===== config.mk =====
export PLATFORM = sky130hd
export DESIGN_NAME = fetch_mem_arbiter
export DESIGN_NICKNAME = d
export VERILOG_FILES = /design/src/rtl/fetch_mem_arbiter.sv
export SDC_FILE = /design/constraint.sdc
export NUM_CORES = 1
export LEC_CHECK = 0
export ABC_AREA = 1
export BUFFER_PORTS_ARGS = -buffer_cell sky130_fd_sc_hd__buf_4
export CORE_AREA = 2 2 181 183
export DETAILED_ROUTE_END_ITERATION = 7
export DIE_AREA = 0 0 183 185
export PLACE_DENSITY = 0.56
export SLEW_MARGIN = 15
export SYNTH_ARGS = -nofsm -noshare
export SYNTH_HDL_FRONTEND = slang
export SYNTH_SLANG_ARGS = --single-unit

===== constraint.sdc =====
create_clock -name clk_i -period 29.1 [get_ports clk_i]
set_clock_uncertainty 0.2 [all_clocks]
set_input_delay 7.275 -clock clk_i [delete_from_list [all_inputs] [get_ports clk_i]]
set_output_delay 7.275 -clock clk_i [all_outputs]
set_load 0.02 [all_outputs]

===== src/rtl/fetch_mem_arbiter.sv =====
// Arbitrates the single tagged memory port between icache fetch and dcache traffic,
// tracks tag ownership, routes returns, squashes fetch tags on redirect, and bounds fetch starvation.
module fetch_mem_arbiter #(
  parameter int XLEN         = 32,
  parameter int TAG_W        = 4,
  parameter int STARVE_LIMIT = 4
) (
  input  logic              clk_i,
  input  logic              rst_ni,
  input  logic              icache_req_i,
  input  logic [XLEN-1:0]   icache_addr_i,
  output logic              icache_accept_o,
  output logic [TAG_W-1:0]  icache_tag_o,
  output logic              icache_data_valid_o,
  output logic [63:0]       icache_data_o,
  output logic [TAG_W-1:0]  icache_resp_tag_o,
  input  logic              fetch_flush_i,
  input  logic              dcache_req_i,
  input  logic [1:0]        dcache_cmd_i,
  input  logic [XLEN-1:0]   dcache_addr_i,
  input  logic [63:0]       dcache_wdata_i,
  output logic              dcache_accept_o,
  output logic [TAG_W-1:0]  dcache_tag_o,
  output logic              dcache_data_valid_o,
  output logic [63:0]       dcache_data_o,
  output logic [TAG_W-1:0]  dcache_resp_tag_o,
  output logic [1:0]        proc2mem_command_o,
  output logic [XLEN-1:0]   proc2mem_addr_o,
  output logic [63:0]       proc2mem_data_o,
  input  logic [TAG_W-1:0]  mem2proc_response_i,
  input  logic [63:0]       mem2proc_data_i,
  input  logic [TAG_W-1:0]  mem2proc_tag_i,
  output logic              inst_priority_debug_o,
  output logic [TAG_W:0]    outstanding_inst_debug_o,
  output logic [TAG_W:0]    outstanding_data_debug_o
);

  localparam int NENT  = 1 << TAG_W;
  localparam int CNT_W = $clog2(STARVE_LIMIT + 1);

  localparam logic [1:0] BUS_NONE  = 2'd0;
  localparam logic [1:0] BUS_LOAD  = 2'd1;
  localparam logic [1:0] BUS_STORE = 2'd2;

  localparam logic [1:0] ST_FREE    = 2'd0;
  localparam logic [1:0] ST_INST    = 2'd1;
  localparam logic [1:0] ST_INST_SQ = 2'd2;
  localparam logic [1:0] ST_DATA    = 2'd3;

  localparam logic [TAG_W:0] CNT_ONE = 1;

  logic [NENT-1:0][1:0] tbl_st;
  logic [CNT_W-1:0]     starve_q, starve_d;
  logic                 inst_prio;
  logic                 grant_inst, grant_data, resp_ok;
  logic                 alloc_en, ret_hit;
  logic [1:0]           alloc_state, ret_state;

  assign inst_prio = (starve_q == CNT_W'(STARVE_LIMIT));
  assign resp_ok   = rst_ni && (mem2proc_response_i != '0);

  // Outputs are gated by reset so the port goes quiet the moment reset asserts.
  assign grant_inst = rst_ni && icache_req_i && (inst_prio || !dcache_req_i);
  assign grant_data = rst_ni && dcache_req_i && !grant_inst;

  always_comb begin
    proc2mem_command_o = BUS_NONE;
    proc2mem_addr_o    = '0;
    proc2mem_data_o    = '0;
    if (grant_inst) begin
      proc2mem_command_o = BUS_LOAD;
      proc2mem_addr_o    = icache_addr_i;
    end else if (grant_data) begin
      proc2mem_command_o = dcache_cmd_i;
      proc2mem_addr_o    = dcache_addr_i;
      proc2mem_data_o    = (dcache_cmd_i == BUS_STORE) ? dcache_wdata_i : 64'd0;
    end
  end

  assign icache_accept_o = grant_inst && resp_ok;
  assign dcache_accept_o = grant_data && resp_ok;
  assign icache_tag_o    = icache_accept_o ? mem2proc_response_i : '0;
  assign dcache_tag_o    = dcache_accept_o ? mem2proc_response_i : '0;

  // Returns are routed from the registered state; the same-cycle update happens afterwards.
  assign ret_state = tbl_st[mem2proc_tag_i];
  assign ret_hit   = rst_ni && (mem2proc_tag_i != '0);

  assign icache_data_valid_o = ret_hit && (ret_state == ST_INST);
  assign dcache_data_valid_o = ret_hit && (ret_state == ST_DATA);
  assign icache_data_o       = icache_data_valid_o ? mem2proc_data_i : 64'd0;
  assign dcache_data_o       = dcache_data_valid_o ? mem2proc_data_i : 64'd0;
  assign icache_resp_tag_o   = icache_data_valid_o ? mem2proc_tag_i : '0;
  assign dcache_resp_tag_o   = dcache_data_valid_o ? mem2proc_tag_i : '0;

  assign alloc_en    = icache_accept_o || (dcache_accept_o && (dcache_cmd_i == BUS_LOAD));
  assign alloc_state = icache_accept_o ? (fetch_flush_i ? ST_INST_SQ : ST_INST) : ST_DATA;

  for (genvar gi = 0; gi < NENT; gi++) begin : g_ent
    logic [1:0] st_q, st_d;

    always_comb begin
      st_d = st_q;
      if (fetch_flush_i && (st_q == ST_INST)) st_d = ST_INST_SQ;
      if (ret_hit && (mem2proc_tag_i == TAG_W'(gi))) st_d = ST_FREE;
      if (alloc_en && (mem2proc_response_i == TAG_W'(gi))) st_d = alloc_state;
    end

    always_ff @(posedge clk_i or negedge rst_ni) begin
      if (!rst_ni) st_q <= ST_FREE;
      else         st_q <= st_d;
    end

    assign tbl_st[gi] = st_q;
  end

  always_comb begin
    starve_d = starve_q;
    if (!icache_req_i || icache_accept_o)
      starve_d = '0;
    else if (dcache_accept_o && !inst_prio)
      starve_d = starve_q + CNT_W'(1);
  end

  always_ff @(posedge clk_i or negedge rst_ni) begin
    if (!rst_ni) starve_q <= '0;
    else         starve_q <= starve_d;
  end

  assign inst_priority_debug_o = inst_prio;

  // Squashed fetch entries still count as live fetch tags until memory returns them.
  always_comb begin
    outstanding_inst_debug_o = '0;
    outstanding_data_debug_o = '0;
    for (int i = 0; i < NENT; i++) begin
      if (tbl_st[i] == ST_INST || tbl_st[i] == ST_INST_SQ)
        outstanding_inst_debug_o = outstanding_inst_debug_o + CNT_ONE;
      if (tbl_st[i] == ST_DATA)
        outstanding_data_debug_o = outstanding_data_debug_o + CNT_ONE;
    end
  end

endmodule


Word-level counts from Yosys, hierarchy flattened
Index checks and enable logic that the tools add are counted.
{ "word_totals": {"register_bits": 35, "input_bits": 207, "out_inout_bits": 257, "wordCells": 335} }
{ "classes": {"add_sub_neg": 31, "order_cmp": 1, "n_eq_ne": 83, "muxes": 99, "n_reduce_logical": 104} }
{ "op_table": {"columns": ["op", "n"], "rows": [
  ["$mux 64", 5],
  ["$add 5x1->5 const B", 30],
  ["$mux 5", 30],
  ["$mux 2", 53],
  ["$eq 2x2->1 const B", 34],
  ["$eq 4x4->1 const B", 16],
  ["$mux 32", 2],
  ["$logic_and 1x1->1", 60],
  ["$reduce_bool 3->1", 16],
  ["$eq 2x1->1 const B", 18],
  ["$eq 4x3->1 const B", 8],
  ["$logic_or 1x1->1", 19],
  ["$eq 4x2->1 const B", 4],
  ["$mux 4", 4],
  ["$bmux 2 s4", 1],
  ["$eq 4x1->1 const B", 2],
  ["$logic_not 4->1", 2],
  ["$reduce_bool 4->1", 2],
  ["$mux 3", 2],
  ["$lt 4x5->1 const B", 1],
  ["$logic_not 1->1", 4],
  ["$add 3x1->3 const B", 1],
  ["$eq 3x3->1 const B", 1],
  ["$mux 1", 2],
  ["$reduce_bool 2->1", 1]
]} }

Depth between registers and ports, before layout
{ "depth": {"ltp_word": 33, "ltp_mapped": 55, "depth_no_buf": 55} }

Worst setup path after synthesis
Ideal clock, no wire load.
{ "synth_timing": {"kind": "input to output", "start": "in mem2proc_tag_i[0]", "end": "out icache_data_o[46]", "arrival_ns": 9.246, "required_ns": 21.625, "setup_slack_ns": 12.379, "cell_stages": 12, "n_path_buf": 3, "cell_sequence": "inv_1 nor2_1 inv_1 clkbuf_1 o22ai_1 o21ai_0 nand4_1 nor2_1 inv_2 clkbuf_1 clkbuf_1 nor2_1"} }
{ "synth_between": {"elab_chain_len": 5, "word_cells_on_any_way": 7, "classes_between": "1 x eq/ne; 3 x mux; 3 x reduce/logical"} }
{ "synth_lines": {"columns": ["element", "line_no", "text"], "rows": [
  ["start: declaration", "32", "input logic [TAG_W-1:0] mem2proc_tag_i,"],
  ["$bmux 2 s4", "86", "assign ret_state = tbl_st[mem2proc_tag_i];"],
  ["$mux 2 (implied by the code)", "86", null],
  ["$eq 2x1->1", "89", "assign icache_data_valid_o = ret_hit && (ret_state == ST_INST);"],
  ["$logic_and 1x1->1 *", "89", null],
  ["via icache_data_valid_o", "14", "output logic icache_data_valid_o,"],
  ["$mux 64 *", "91", "assign icache_data_o = icache_data_valid_o ? mem2proc_data_i : 64'd0;"],
  ["end: declaration", "15", "output logic [63:0] icache_data_o,"]
]} }
Mark *: on every way through the listed nets, which the timed path passes. The rest lies on a longest branch. The select of a mux whose other input is x is not followed.

Worst setup path in the final report
{ "layout_timing": {"start": "in rst_ni", "end": "out proc2mem_addr_o[31]"} }
{ "layout_between": {"elab_chain_len": 6, "word_cells_on_any_way": 7, "classes_between": "2 x mux; 5 x reduce/logical"} }
{ "layout_lines": {"columns": ["element", "line_no", "text"], "rows": [
  ["start: declaration", "9", "input logic rst_ni,"],
  ["$logic_and 1x1->1 (2 in a row)", "63", "assign grant_inst = rst_ni && icache_req_i && (inst_prio || !dcache_req_i);"],
  ["$logic_not 1->1", "64", "assign grant_data = rst_ni && dcache_req_i && !grant_inst;"],
  ["$logic_and 1x1->1", "64", null],
  ["$mux 32", "73", "end else if (grant_data) begin"],
  ["$mux 32 *", "70", "if (grant_inst) begin"],
  ["end: declaration", "28", "output logic [XLEN-1:0] proc2mem_addr_o,"]
]} }
Every way passes the cells marked *; elsewhere a longest branch is shown, timed or not.

==> flow_summary.toml <==
[logic_synthesis]
ys_seq_area_share_pct = 10.61
avgSynthCellArea_um2 = 5.480
yosysUniqueCellTypes = 35
synthFlopType = "dfrtp_1"
synth_edf_count = 0
synth_commonest_cells = "nand2_1, inv_1, nor2_1"
syn_inst = 1506
synth_most_common_cell = "nand2_1"
synth_top_area_share_pct = 16.01
ys_top_cells_by_area = "nand2_1, inv_1, dfrtp_1"
synth-seq-cells = 35
syn_area_um2 = 8253
yosysWarnings = 0
ys_async_sr_fraction_pct = 100.0
yosys.area.top_type = "nand2_1"
synth.net_count = 1777

[grt]
grtUsageTotal_pct = 25.68
antenna_found_initial = 11
grt-ovfl-total = 0
first_global_vias = 10310
grt_max_degree = 101
grt_pass1_wl_um = 63720

[sta]
max_slew_margin_pct = 27.34
rsz0062_at_grt = "no"
max_freq_mhz = 56.28
min_period_over_period_pct = 61.06
finalHoldViolations = 0
finalSetupTns_ps = 0
finalSetupViolCount = 0
post-route-min-period_ps = 17770
worstMarginPinSlew_ps = 1090
drv_slew = 0

[worst_setup_path]
worstPathCellList = "buf_4 -> nand2_1 -> nor2_2 -> inv_1 -> nand3_4 -> o21ai_0 -> buf_4"
worstPathArrival_ps = 10290
cp_max_fo = 100
cp_common_cell = "buf_4"
crit_path_max_incr_delay_ps = 1210
crit_buf_inv = 3
slowest_stage = "o21ai_0"
start_kind = "input port"
cp_top_family = "compound AO/OA/AOI/OAI gates"
end_kind = "output pin"
setup.worst_path.class = "in2out"
cp_data_required_time_ps = 21620
cp.depth = 7
r2r_cells = 18

[die]
die_area_um2 = 33860
initial_core_util_pct = 25.76
io_pins = 464
row_count = 66
die_h_um = 185
core_area_um2 = 32040
die_w_um = 183

[power_and_ir_drop]
intPower_uw = 741.9
power_mw = 1.920
power_leakage_nw = 7.500
combPwrFrac_pct = 93.2
swShare_pct = 61.36
p_sw_mw = 1.178
ir_drop_uv = 565.1
seqPwrFrac_pct = 4.0
clkPwrFrac_pct = 2.8
p_per_area_nw_per_um2 = 156.1

[clock_network]
clock_latency_ps = 290
htree_levels = 2
cts.path.max_buffers = 2
clockRootBuffer = "clkbuf_16"
clock_sinks = 35
cts_resized = 0
path_clk_slew_ps = 50
cts_hold_buffers = 0
post_cts_buffers = 0
cts_tree = "built"
numCtsBuffers = 5

[flow_run]
drv_cap = 0

[routing]
dr.pass1.iters = 6
wirelength_um = 45980
vias_per_cell = 4.745
drtIter0Drc = 846
wl_per_cell_um = 19.52
vias = 11180
drcViolationCount = 0
final_antenna_net_count = 0

[hold_path]
hold_depth = 2
hold_class = "reg2reg"

[placed_design]
gp_congestion = 0.9555
dpl.hpwl_um = 40740
portBuffers = 463

[cells_and_area]
drive_gt1_share_pct = 30.20
area_growth_pct = 49.01
layout.nets = 2208

[status]
status = "finished clean"
-- cell type report --
cell class	instances	area, um^2
antenna	10	25.02
tap	408	510.5
clock inverter	1	5.005
fill	3522	19740
timing repair buffer	468	3513
multi-input combinational	1115	6058
inverter	312	1171
sequential	35	875.8
clock buffer	6	138.9
-- cell families after synthesis --
family / count (synthesis) / share of synthesized area (%)
AND/OR/NAND/NOR: 868 / 50.47
buffers and inverters: 356 / 16.22
AO/OA/AOI/OAI: 167 / 11.20
adder cells (fa/ha/maj): 64 / 9.703
flip-flops: 35 / 10.61
XOR/XNOR: 16 / 1.789
-- power groups by stage --
stage | combinational, mW | sequential [mW] | clock [mW]
2_1_floorplan | 1.38 | 0.0736 | 0
3_3_place_gp | 1.76 | 0.0768 | 0
3_5_place_dp | 1.78 | 0.0778 | 0
4_1_cts | 1.79 | 0.0769 | 0.0561
5_1_grt | 2.04 | 0.0791 | 0.0578
6_report | 1.79 | 0.0769 | 0.0542
-- final timing paths --
| path | from | to | slack (ps) |
|---|---|---|---|
| max | rst_ni | proc2mem_addr_o[31] | 11330 |
| min | g_ent[7].st_q[1]$_DFFE_PN0P_ | g_ent[7].st_q[1]$_DFFE_PN0P_ | 330 |
| max reg2reg | starve_q[0]$_DFFE_PN0P_ | g_ent[4].st_q[1]$_DFFE_PN0P_ | 24970 |
| min reg2reg | g_ent[7].st_q[1]$_DFFE_PN0P_ | g_ent[7].st_q[1]$_DFFE_PN0P_ | 330 |
| max in group asynchronous | rst_ni | g_ent[13].st_q[1]$_DFFE_PN0P_ | 21480 |
| min in group asynchronous | rst_ni | g_ent[9].st_q[0]$_DFFE_PN0P_ | 6800 |
-- state kept, by name (all words and copies together) (netlist names) --
| register | flops |
|---|---|
| g_ent.st_q | 32 |
| starve_q | 3 |
-- through the flow --
step | util [%] | instance area, um^2 | hold WS [ps] | setup slack [ps] | std cells
floorplan | - | 8253 | 290.1 | 12380 | 1506
global placement | 37.85 | 12130 | 314.4 | 11320 | 2338
detailed placement | 37.85 | 12130 | 321.8 | 11270 | 2338
CTS | 38.30 | 12270 | 334.2 | 11270 | 2345
global route | 38.32 | 12280 | 344.1 | 11040 | 2347
finish | 38.38 | 12300 | 327.2 | 11330 | 2355
-- cell usage in the layout (no fill, tap or decap), types with 35 or more instances in the layout --
cell	instances
dfrtp_1	35
nor2_1	211
nand2_2	37
nor3b_1	64
buf_4	468
o21ai_0	100
nand3_1	120
nand2_1	351
ha_1	64
inv_1	298
-- layer usage --
layer	part of all wire, %	vias to the layer above	track usage [%]
li1	-	5558	-
met1	38	5039	28.40
met2	48	517	44.41
met3	9.3	59	7.825
met4	4.8	2	13.41
met5	0.020	-	0
-- tightest hold or removal path: cells and delay by family, from the launching register on --
family / cells / cell delay (ps)
flops: 1 / 360
buf+inv: 1 / 40
compound gates: 1 / 90
No activity file was read; power rests on OpenSTA's default activity.
